===== config.mk =====
export PLATFORM = sky130hd
export DESIGN_NAME = id_ex_stage_register
export DESIGN_NICKNAME = d
export VERILOG_FILES = /design/src/rtl/id_ex_stage_register.sv
export SDC_FILE = /design/constraint.sdc
export NUM_CORES = 1
export LEC_CHECK = 0
export BUFFER_PORTS_ARGS = -buffer_cell sky130_fd_sc_hd__buf_2
export CAP_MARGIN = 20
export CELL_PAD_IN_SITES_DETAIL_PLACEMENT = 1
export CELL_PAD_IN_SITES_GLOBAL_PLACEMENT = 2
export CORE_MARGIN = 2
export CORE_UTILIZATION = 31
export DETAILED_ROUTE_END_ITERATION = 16
export PLACE_DENSITY = 0.84
export RECOVER_POWER = 100
export SYNTH_ARGS = -nofsm -noshare
export SYNTH_HDL_FRONTEND = slang
export SYNTH_SLANG_ARGS = --single-unit
export TNS_END_PERCENT = 5

===== constraint.sdc =====
create_clock -name clk -period 5.2 [get_ports clk]
set_clock_uncertainty 0.1 [all_clocks]
set_input_delay 0.26 -clock clk [delete_from_list [all_inputs] [get_ports clk]]
set_output_delay 0.26 -clock clk [all_outputs]
set_load 0.02 [all_outputs]

===== src/rtl/id_ex_stage_register.sv =====
// ID/EX pipeline register with load-use hazard detection, bubble insertion and EX flush.
// Optional bubble counter enabled by defining ID_EX_BUBBLE_COUNT_EN.
module id_ex_stage_register #(
  parameter int DATA_W = 32,
  parameter int REG_W  = 5,
  parameter int CTRL_W = 12,
  parameter int CNT_W  = 16
) (
  input  logic              clk,
  input  logic              reset,
  input  logic              id_valid,
  input  logic [DATA_W-1:0] id_pc_plus4,
  input  logic [DATA_W-1:0] id_rs_data,
  input  logic [DATA_W-1:0] id_rt_data,
  input  logic [DATA_W-1:0] id_imm_ext,
  input  logic [REG_W-1:0]  id_rs,
  input  logic [REG_W-1:0]  id_rt,
  input  logic [REG_W-1:0]  id_rd,
  input  logic              id_uses_rs,
  input  logic              id_uses_rt,
  input  logic              id_mem_read,
  input  logic              id_reg_write,
  input  logic [CTRL_W-1:0] id_ctrl,
  input  logic              ex_flush,
  input  logic              mem_stall,
  output logic              ex_valid,
  output logic [DATA_W-1:0] ex_pc_plus4,
  output logic [DATA_W-1:0] ex_rs_data,
  output logic [DATA_W-1:0] ex_rt_data,
  output logic [DATA_W-1:0] ex_imm_ext,
  output logic [REG_W-1:0]  ex_rs,
  output logic [REG_W-1:0]  ex_rt,
  output logic [REG_W-1:0]  ex_rd,
  output logic              ex_mem_read,
  output logic              ex_reg_write,
  output logic [CTRL_W-1:0] ex_ctrl,
  output logic              hazard_stall
`ifdef ID_EX_BUBBLE_COUNT_EN
  ,
  output logic [CNT_W-1:0]  bubble_count
`endif
);

  logic rs_match;
  logic rt_match;
  logic insert_bubble;

  // A load in EX whose destination is read by the ID instruction; r0 never conflicts.
  assign rs_match      = id_uses_rs && (id_rs == ex_rt);
  assign rt_match      = id_uses_rt && (id_rt == ex_rt);
  assign hazard_stall  = ex_valid && ex_mem_read && (ex_rt != '0) && id_valid && (rs_match || rt_match);
  assign insert_bubble = ex_flush || hazard_stall;

  always_ff @(posedge clk) begin
    if (reset) begin
      ex_valid     <= 1'b0;
      ex_pc_plus4  <= '0;
      ex_rs_data   <= '0;
      ex_rt_data   <= '0;
      ex_imm_ext   <= '0;
      ex_rs        <= '0;
      ex_rt        <= '0;
      ex_rd        <= '0;
      ex_mem_read  <= 1'b0;
      ex_reg_write <= 1'b0;
      ex_ctrl      <= '0;
    end else if (!mem_stall) begin
      if (insert_bubble) begin
        // Data and index fields keep their old values; only side-effecting bits clear.
        ex_valid     <= 1'b0;
        ex_mem_read  <= 1'b0;
        ex_reg_write <= 1'b0;
        ex_ctrl      <= '0;
      end else begin
        ex_valid     <= id_valid;
        ex_pc_plus4  <= id_pc_plus4;
        ex_rs_data   <= id_rs_data;
        ex_rt_data   <= id_rt_data;
        ex_imm_ext   <= id_imm_ext;
        ex_rs        <= id_rs;
        ex_rt        <= id_rt;
        ex_rd        <= id_rd;
        ex_mem_read  <= id_valid && id_mem_read;
        ex_reg_write <= id_valid && id_reg_write;
        ex_ctrl      <= id_valid ? id_ctrl : '0;
      end
    end
  end

`ifdef ID_EX_BUBBLE_COUNT_EN
  always_ff @(posedge clk) begin
    if (reset) begin
      bubble_count <= '0;
    end else if (!mem_stall && insert_bubble && (bubble_count != {CNT_W{1'b1}})) begin
      bubble_count <= bubble_count + 1'b1;
    end
  end
`endif

endmodule

==> results of run 1 <==
==> cell usage in the layout (no fill, tap or decap) <==
| cell type | count |
|---|---|
| mux2i_1 | 138 |
| clkbuf_16 | 17 |
| clkinv_2 | 1 |
| a22o_1 | 19 |
| nor2b_1 | 1 |
| buf_12 | 2 |
| diode_2 | 6 |
| bufinv_16 | 2 |
| nor4_1 | 1 |
| clkinvlp_4 | 2 |
| xnor2_1 | 10 |
| clkinv_4 | 2 |
| clkbuf_2 | 2 |
| o32ai_4 | 1 |
| dlygate4sd3_1 | 14 |
| nand2_1 | 142 |
| a31oi_1 | 1 |
| dfxtp_1 | 158 |
| a21oi_1 | 1 |
| nor2_1 | 4 |
| buf_16 | 1 |
| buf_2 | 163 |
| and2_4 | 1 |
| inv_8 | 3 |
| buf_4 | 7 |
| inv_6 | 4 |
| nor3_1 | 2 |
| nand3_1 | 3 |
| nand2_4 | 1 |
| a21o_1 | 1 |
| and3_1 | 282 |
| a221o_1 | 1 |
| nor2_4 | 1 |
| nand4_1 | 2 |
| clkbuf_1 | 163 |
| or2_4 | 1 |
| a32oi_1 | 138 |
==> state kept, by name, indices dropped and copies added (netlist names) <==
name	flops
ex_ctrl	12
ex_imm_ext	32
ex_mem_read	1
ex_pc_plus4	32
ex_rd	5
ex_reg_write	1
ex_rs	5
ex_rs_data	32
ex_rt	5
ex_rt_data	32
ex_valid	1
==> cells by family after synthesis <==
group	count (synthesis)	share of synthesized area
and+or+nand+nor	441	0.2660
AOI/OAI and AO/OA	162	0.1585
DFF	158	0.3531
muxes	138	0.1542
buffers and inverters	126	0.05839
xor gates and xnor gates	10	0.009777
==> metal layers <==
| layer | up-vias | share of wire | track usage |
|---|---|---|---|
| met5 | - | 0.00072 | 0 |
| met1 | 4479 | 0.46 | 0.2715 |
| met2 | 258 | 0.46 | 0.3249 |
| met4 | 4 | 0.021 | 0.07248 |
| met3 | 37 | 0.059 | 0.04834 |
| li1 | 4424 | - | - |
==> synth_stat cells <==
cell type / n / share of area
clkbuf_1: 108 / 0.045
a21oi_1: 1 / 0.00056
and2_1: 1 / 0.00070
nand2_1: 143 / 0.060
a32oi_1: 138 / 0.13
or2_2: 1 / 0.00070
clkinv_1: 1 / 0.00042
nor2b_1: 1 / 0.00070
nand4_1: 2 / 0.0014
buf_4: 12 / 0.010
dfxtp_1: 158 / 0.35
xnor2_1: 10 / 0.0098
a21o_1: 1 / 0.00084
mux2i_1: 138 / 0.15
buf_2: 4 / 0.0022
a31oi_1: 1 / 0.00070
buf_1: 1 / 0.00042
nand3_1: 3 / 0.0017
nor3_1: 2 / 0.0011
and3_1: 282 / 0.20
a221o_1: 1 / 0.0011
o32ai_2: 1 / 0.0018
nor4_1: 1 / 0.00070
a22o_1: 19 / 0.019
nor2_1: 5 / 0.0021
==> cell type report <==
type | count | area [µm²]
Timing Repair Buffer | 351 | 1694
Fill cell | 3507 | 17300
Tap cell | 384 | 480.5
Antenna cell | 6 | 15.01
Sequential cell | 158 | 3163
Clock buffer | 18 | 429.2
Multi-Input combinational cell | 751 | 5303
Inverter | 1 | 11.26
Clock inverter | 13 | 155.1
==> final timing paths <==
| path | from | cells past startpoint | slack [ns] | to |
|---|---|---|---|---|
| setup / recovery | ex_rt[1] | 6 | 1.31 | ex_pc_plus4[13] |
| hold / removal | id_pc_plus4[17] | 4 | 0.1 | ex_pc_plus4[17] |
| setup reg to reg | ex_rt[1] | 6 | 1.31 | ex_pc_plus4[13] |
| hold reg to reg | ex_ctrl[2] | 1 | 0.38 | ex_ctrl[2] |
==> stage by stage <==
stage	area [µm²]	setup WS [ns]
6_report	11250	1.309
5_1_grt	11250	1.056
4_1_cts	11410	2.239
3_5_place_dp	10680	2.247
3_3_place_gp	10680	2.334
2_1_floorplan	8957	3.184
==> worst reg2reg max path, cell delays in order (launching register included) <==
cell      delay, ns
dfxtp_1        0.47
nor3_1         0.14
nand2_4        0.58
clkbuf_1       1.99
and3_1         0.38
mux2i_1        0.10
nand2_1        0.08
==> what timing repair did <==
| action | in CTS | in global routing |
|---|---|---|
| endpoints found under the hold margin | 14 | 0 |
| endpoints found under the setup margin | 0 | 0 |
| hold buffers | 14 | 0 |
==> power by group through the flow <==
stage	registers [µW]	clock network (µW)	logic, µW
after floorplan	1510	0	286
after global placement	1400	0	662
after detailed placement	1400	0	671
after CTS	1370	1340	681
after global routing	1390	1380	710
final	1380	1290	651
==> flow_summary.toml, run 1 <==
[synthesis]
yosys_warnings = 0
synth_cells = 1035
netlist_area_um2 = 8957
synth_nets = 1199
synth.avg_cell_area_um2 = 8.654
synth_seq_cells = 158
synth_seq_area_share = 0.3531
synthDistinctLibCells = 25

[cts]
postCtsSetupRepairBufs = 0
insertion_delay_ns = 0.42
tritoncts = "built"
cts_buffers = 17
cts_resized = 0
cts_sinks = 158
cts_max_level = 4
root_buffer = "clkbuf_16"
clk_pin_slew_ns = 0.07
ctsLongestPathBuffers = 2

[floorplan]
die_x_um = 174.0
core_um2 = 28550
ios = 323
floorplan.initialDensity = 0.3138
dieArea_um2 = 30270
floorplan.rows = 62
die_y_um = 174.0

[power]
swShare = 0.3303
p_leak_uw = 0.005471
p_per_area_nw_per_um2 = 295.2
combPwrFrac = 0.196
p_seq_frac = 0.415
switchingPower_uw = 1097
clkPwrFrac = 0.389
peakVddDrop_mv = 0.1737
intPower_uw = 2224
p_total_uw = 3322

[min_path]
hold_class = "in2reg"

[sta]
timing.fmax_ghz = 0.2570
hold_viol_final = 0
period_share = 0.7483
slew_viol_final = 135
rsz0062_at_grt = "no"
period_minus_slack_ns = 3.891
finalSetupViolCount = 0
final.setup.tns_ns = 0
max_slew_margin = -0.7310
holdWs_ns = 0.09617
tightestPinTransition_ns = 2.597

[setup_path]
crit_buf_inv = 1
cp_max_fo = 80
start_kind = "flip-flop"
cp.required_ns = 5.46
crit_arrival_ns = 4.15
slowest_stage = "clkbuf_1"
cp-end-kind = "flip-flop"
crit_chain = "nor3_1 -> nand2_4 -> clkbuf_1 -> and3_1 -> mux2i_1 -> nand2_1"
crit_type = "reg2reg"
crit_family = "buffers and inverters"
worst_path_largest_cell_delay_ns = 1.88

[route]
vias = 9202
ant_nets = 0
drc = 0
dr.pass1.iters = 4
drtIter0Drc = 542
drt-total-wl_um = 32150
routedWlPerCell_um = 19.12
vias_per_cell = 5.471

[cells_and_area]
drive_gt1_frac = 0.1633
fin_cells = 1682
fin_nets = 1444
fin_util = 0.3941
synthToLayoutAreaGrowth_pct = 25.60

[global_route]
antenna_found_initial = 8
grt_pass1_vias = 9091
grt_usage = 0.2046
grt_max_degree = 248
grt_pass1_wl_um = 50500
grt-ovfl-total = 0

[placement]
routabilityCongestion = 0.7518
hpwlAfterDp_um = 20250
post-place-cells = 1629
io_buffers = 322

[outcome]
failed_checks = "max-capacitance violations, max-slew violations"
outcome = "complete, but fails checks"

[run]
cap_viol_max_count = 3
Power figures use the tool's default switching activity.
==> inputs of run 2 (changes only) <==
Settings changed: ABC_AREA set to 1, CORE_UTILIZATION 31 to 25, PLACE_DENSITY 0.84 to 0.78.
Clock period 5.2 ns to 3.7 ns, I/O delays scaled along.
==> run 2 against run 1 <==
Highest routed layer is now met4. Critical endpoint is now hazard_stall. Largest cell class is now registers. Via count is 11% lower. Non-clock buffer count rose by 122. Hold slack got worse by 0.073 ns. Die area increased by 3.9%. Worst setup slack got worse by 0.45 ns. Largest power group is now clock. The flow now finishes without violations. First-iteration DRC count shrank 41%. Register-to-register slack worse by 0.41 ns.
==> flow_summary.toml, run 2 <==
[cells_and_area]
drive_gt1_frac = 0.1545
fin_util = 0.3690
fin_nets = 1653
final_cell_area_um2 = 10940
fillers = 3879
most-common-layout-cells = "nand2_1 (201), clkbuf_1 (165), buf_2 (163), inv_1 (160)"
layout_commonest_cell = "nand2_1"
synthToLayoutAreaGrowth_pct = 45.55

[global_route]
antenna_found_initial = 1
grt-ovfl-total = 0
grt_pass1_vias = 8276
grt_max_degree = 182
grt_usage = 0.1648
grt_pass1_wl_um = 41810

[setup_path]
cp.required_ns = 3.41
crit_chain = "nand2_1 -> nand2_1 -> nor2_1 -> nand3_1 -> nand2_1 -> nand2_4 -> inv_1 -> clkbuf_1"
start_kind = "flip-flop"
cp_max_fo = 120
slowest_stage = "nand2_4"
crit_family = "simple AND/OR/NAND/NOR gates"
crit_type = "reg2out"
cp-end-kind = "output port"
worst_path_largest_cell_delay_ns = 0.98
crit_arrival_ns = 2.56
cp_common_cell = "nand2_1"
crit_buf_inv = 2

[synthesis]
yosys.area_share.simple = 0.3136
synth.most_common_cell = "nand2_1"
muxShareOfSynthArea = 0
yosys-top-cells-count = "nand2_1 (200), inv_1 (159), a21oi_1 (158), dfxtp_1 (158), nor2_1 (153)"
synth-xor-area-share = 0
synthTopCellsByArea = "dfxtp_1 (42%), a21oi_1 (11%), nand2_1 (10%)"
synth_nets = 1248
synth_top_area_frac = 0.4210
synth-compound-area-share = 0.1052
synth_cells = 1084
yosys_warnings = 0
netlist_area_um2 = 7513
async_flop_share = 0
synth.avg_cell_area_um2 = 6.931
yosys.area.top_type = "dfxtp_1"
synth_seq_cells = 158
synth_seq_area_share = 0.4210
synthAdderAreaFrac = 0
ys.flop_type = "dfxtp_1"
synth-edff-count = 0
synth_top_family_by_area = "simple AND/OR/NAND/NOR gates"
synthDistinctLibCells = 16

[placement]
hpwlAfterDp_um = 16300
post-place-ws_ns = 1.326
place_area_um2 = 9174
routabilityCongestion = 0.7646
io_buffers = 322

[cts]
postCtsSetupRepairBufs = 0
clk_pin_slew_ns = 0.07
insertion_delay_ns = 0.42
cts_resized = 0
cts_max_level = 4
cts_buffers = 17
tritoncts = "built"
ctsLongestPathBuffers = 2
cts_hold_buf = 142
cts_sinks = 158
root_buffer = "clkbuf_16"

[power]
p_total_uw = 4563
p_leak_uw = 0.005307
peakVddDrop_mv = 0.2327
p_per_area_nw_per_um2 = 417.2

[route]
routedWlPerCell_um = 14.04
vias = 8226
dr.pass1.iters = 4
drt-total-wl_um = 26570
drc = 0
ant_nets = 0
vias_per_cell = 4.345
drtIter0Drc = 322

[sta]
finalSetupViolCount = 0
max_slew_margin = 0.06124
setup_ws_ns = 0.8565
hold_viol_final = 0
final.setup.tns_ns = 0
period_minus_slack_ns = 2.844
rsz0062_at_grt = "no"
timing.fmax_ghz = 0.3517
tightestPinTransition_ns = 1.408
slew_viol_final = 0
period_share = 0.7685

[min_path]
hold_class = "in2reg"

[outcome]
outcome = "finished clean"

[floorplan]
ios = 323
core_um2 = 29640
die_x_um = 177.4
floorplan.initialDensity = 0.2535
die_y_um = 177.4
dieArea_um2 = 31460
floorplan.rows = 63

[run]
cap_viol_max_count = 0
[run 2: metrics by stage]
step / instances / hold slack [ns]
floorplan: 1084 / 0.2974
global placement: 1718 / 0.3512
detailed placement: 1718 / 0.3556
CTS: 1892 / 0.004591
global route: 1893 / 0.02684
finish: 1893 / 0.02345
[run 2: where the power goes]
group | switching, µW | leakage (µW) | internal [µW]
combinational | 467 | 0.00372 | 336
clock | 755 | 0.000282 | 1140
sequential | 60.2 | 0.00130 | 1810
total | 1280 | 0.00531 | 3280
[run 2: cell families after synthesis]
logic type,count (synthesis)
AOI/OAI and AO/OA,158
and+or+nand+nor,517
DFF,158
buffers and inverters,251
[run 2: worst register-to-register path: stages (launching register included)]
cell and delay (ns):
dfxtp_1 0.45, nand2_1 0.09, nand2_1 0.07, nor2_1 0.04, nand3_1 0.08, nand2_1 0.09, nand2_4 0.98, buf_4 0.52
nand3_1 0.12, nand2_1 0.10, nor2_1 0.05
[run 2: cell type report]
| type | instances | area [µm²] | area share |
|---|---|---|---|
| multi-input combinational | 675 | 3092 | 0.2827 |
| inverter | 164 | 618.1 | 0.05652 |
| clock inverter | 9 | 160.2 | 0.01465 |
| tap | 390 | 488.0 | 0.04462 |
| antenna | 1 | 2.502 | 0.0002288 |
| sequential | 158 | 3163 | 0.2892 |
| timing repair buffer | 473 | 2964 | 0.2711 |
| clock buffer | 23 | 447.9 | 0.04096 |
[run 2: final timing paths]
check / start / slack, ns / to / depth (start not counted)
min reg2reg: ex_reg_write / 0.37 / ex_reg_write / 2
max: ex_rt[0] / 0.86 / hazard_stall / 8
min: id_ctrl[3] / 0.02 / ex_ctrl[3] / 5
max reg2reg: ex_rt[0] / 0.90 / ex_rt_data[13] / 10
[run 2: per-layer routing]
metal | vias up | part of all wire | global-route usage | wire length [µm]
li1 | 4174 | - | - | -
met1 | 3801 | 0.43 | 0.1919 | 11560
met2 | 215 | 0.48 | 0.2819 | 12650
met3 | 36 | 0.068 | 0.05506 | 1801
met4 | 0 | 0.021 | 0.05772 | 559
met5 | - | 0 | 0 | 0
==> inputs of run 3 (changes only) <==
Settings changed: CORE_UTILIZATION 25 to 22, PLACE_DENSITY 0.78 to 0.73.
Clock period 3.7 ns to 2.4 ns, I/O delays scaled along.
==> run 3 against run 2 <==
Register-to-register slack lost 0.71 ns. First-iteration DRC count shrank 19%. Critical path depth is 2 higher. Final area is 5.0% higher. Sequential cell count unchanged. Cell count is 5.4% higher. Worst setup slack lost 0.67 ns. Clock power increased by 49%. Core utilization down 2.7 points. Largest power group is now registers.
==> flow_summary.toml, run 3 (synthesis results as in run 2) <==
[outcome]
outcome = "finished clean"

[cells_and_area]
fin_util = 0.3415
most-common-layout-cells = "nand2_1 (200), dlygate4sd3_1 (171), buf_2 (166), clkbuf_1 (161)"
layout_commonest_cell = "nand2_1"
synthToLayoutAreaGrowth_pct = 52.79
fin_nets = 1699
drive_gt1_frac = 0.1700
fin_cells = 1996

[setup_path]
crit_chain = "nand2_1 -> nand2_1 -> nor2_1 -> nand3_1 -> nand2_4 -> nand2_4 -> buf_2 -> nand3_1 -> nand2_1 -> nor2_1"
cp.required_ns = 2.63
cp-end-kind = "flip-flop"
crit_type = "reg2reg"
crit_family = "simple AND/OR/NAND/NOR gates"
cp_max_fo = 30
crit_buf_inv = 1
start_kind = "flip-flop"
crit_arrival_ns = 2.44
cp_common_cell = "nand2_1"
slowest_stage = "buf_2"
worst_path_largest_cell_delay_ns = 0.50

[power]
swShare = 0.2838
switchingPower_uw = 1986
p_per_area_nw_per_um2 = 609.6
clkPwrFrac = 0.403
p_total_uw = 6999
peakVddDrop_mv = 0.4688
p_leak_uw = 0.005540
p_seq_frac = 0.412
combPwrFrac = 0.185
intPower_uw = 5012

[sta]
finalSetupViolCount = 0
setup_ws_ns = 0.1908
max_slew_margin = 0.6412
tightestPinTransition_ns = 0.5382
final.setup.tns_ns = 0
hold_viol_final = 0
rsz0062_at_grt = "no"
timing.fmax_ghz = 0.4527
slew_viol_final = 0
period_minus_slack_ns = 2.209
period_share = 0.9205

[min_path]
hold_class = "in2reg"

[placement]
io_buffers = 322
post-place-ws_ns = 0.4953
post-place-cells = 1792
hpwlAfterDp_um = 17780
routabilityCongestion = 0.7615

[route]
ant_nets = 0
routedWlPerCell_um = 13.90
dr.pass1.iters = 4
drt-total-wl_um = 27740
vias = 8405
drc = 0
drtIter0Drc = 260
vias_per_cell = 4.211

[cts]
ctsLongestPathBuffers = 2
cts_buffers = 17
insertion_delay_ns = 0.44
clk_pin_slew_ns = 0.07
cts_max_level = 4
root_buffer = "clkbuf_16"
tritoncts = "built"
cts_sinks = 158

[global_route]
grt_max_degree = 76
grt_pass1_vias = 8581
grt_pass1_wl_um = 44310
grt-ovfl-total = 0
grt_usage = 0.1545
antenna_found_initial = 1

[floorplan]
floorplan.rows = 67
die_x_um = 188.8
ios = 323
dieArea_um2 = 35650
die_y_um = 188.8
floorplan.initialDensity = 0.2235
core_um2 = 33620

[run]
cap_viol_max_count = 0
-- run 3: per-layer routing --
layer | vias up | share of wire | track usage
met5 | - | 0 | 0
met4 | 0 | 0.024 | 0.05919
met3 | 41 | 0.062 | 0.04731
met2 | 222 | 0.47 | 0.2598
met1 | 3877 | 0.44 | 0.1842
li1 | 4265 | - | -
-- run 3: worst paths after layout --
path / from / end / slack [ns] / cells after the start
max reg2reg: ex_rt[0] / ex_pc_plus4[12] / 0.19 / 10
min reg2reg: ex_pc_plus4[13] / ex_pc_plus4[13] / 0.38 / 2
max: ex_rt[0] / ex_pc_plus4[12] / 0.19 / 10
min: id_valid / ex_ctrl[8] / 0.1 / 5
-- run 3: cell type report --
| cell class | count | area, µm² |
|---|---|---|
| Sequential cell | 158 | 3163 |
| Tap cell | 448 | 560.5 |
| Fill cell | 4297 | 22140 |
| Clock inverter | 9 | 107.6 |
| Timing Repair Buffer | 517 | 3354 |
| Antenna cell | 1 | 2.502 |
| Clock buffer | 22 | 494.2 |
| Multi-Input combinational cell | 677 | 3179 |
| Inverter | 164 | 618.1 |
-- run 3: repair_timing --
action	in CTS	in global routing
buffers inserted	0	0
hold buffers	171	0
pin swaps	1	0
gates cloned	2	0
resized for setup	1	2
endpoints found under the setup margin	1	14
endpoints found under the hold margin	158	0
-- run 3: power groups by stage --
stage | registers, µW | logic (µW) | clock network [µW]
final | 2880 | 1300 | 2820
after global routing | 2900 | 1440 | 3040
after floorplan | 3130 | 484 | 0
after global placement | 2930 | 1120 | 0
after CTS | 2880 | 1350 | 2940
after detailed placement | 2930 | 1130 | 0
-- run 3: stage by stage --
step	area (µm²)	hold slack [ns]
global route	11480	0.1045
floorplan	7513	0.2324
CTS	11780	0.06327
detailed placement	9442	0.3326
global placement	9442	0.3265
finish	11480	0.09639
-- run 3: worst min-delay path, cell delays in order --
cell,delay (ns)
buf_2,0.20
nand2_1,0.09
inv_1,0.03
nand3_1,0.06
a21oi_1,0.07
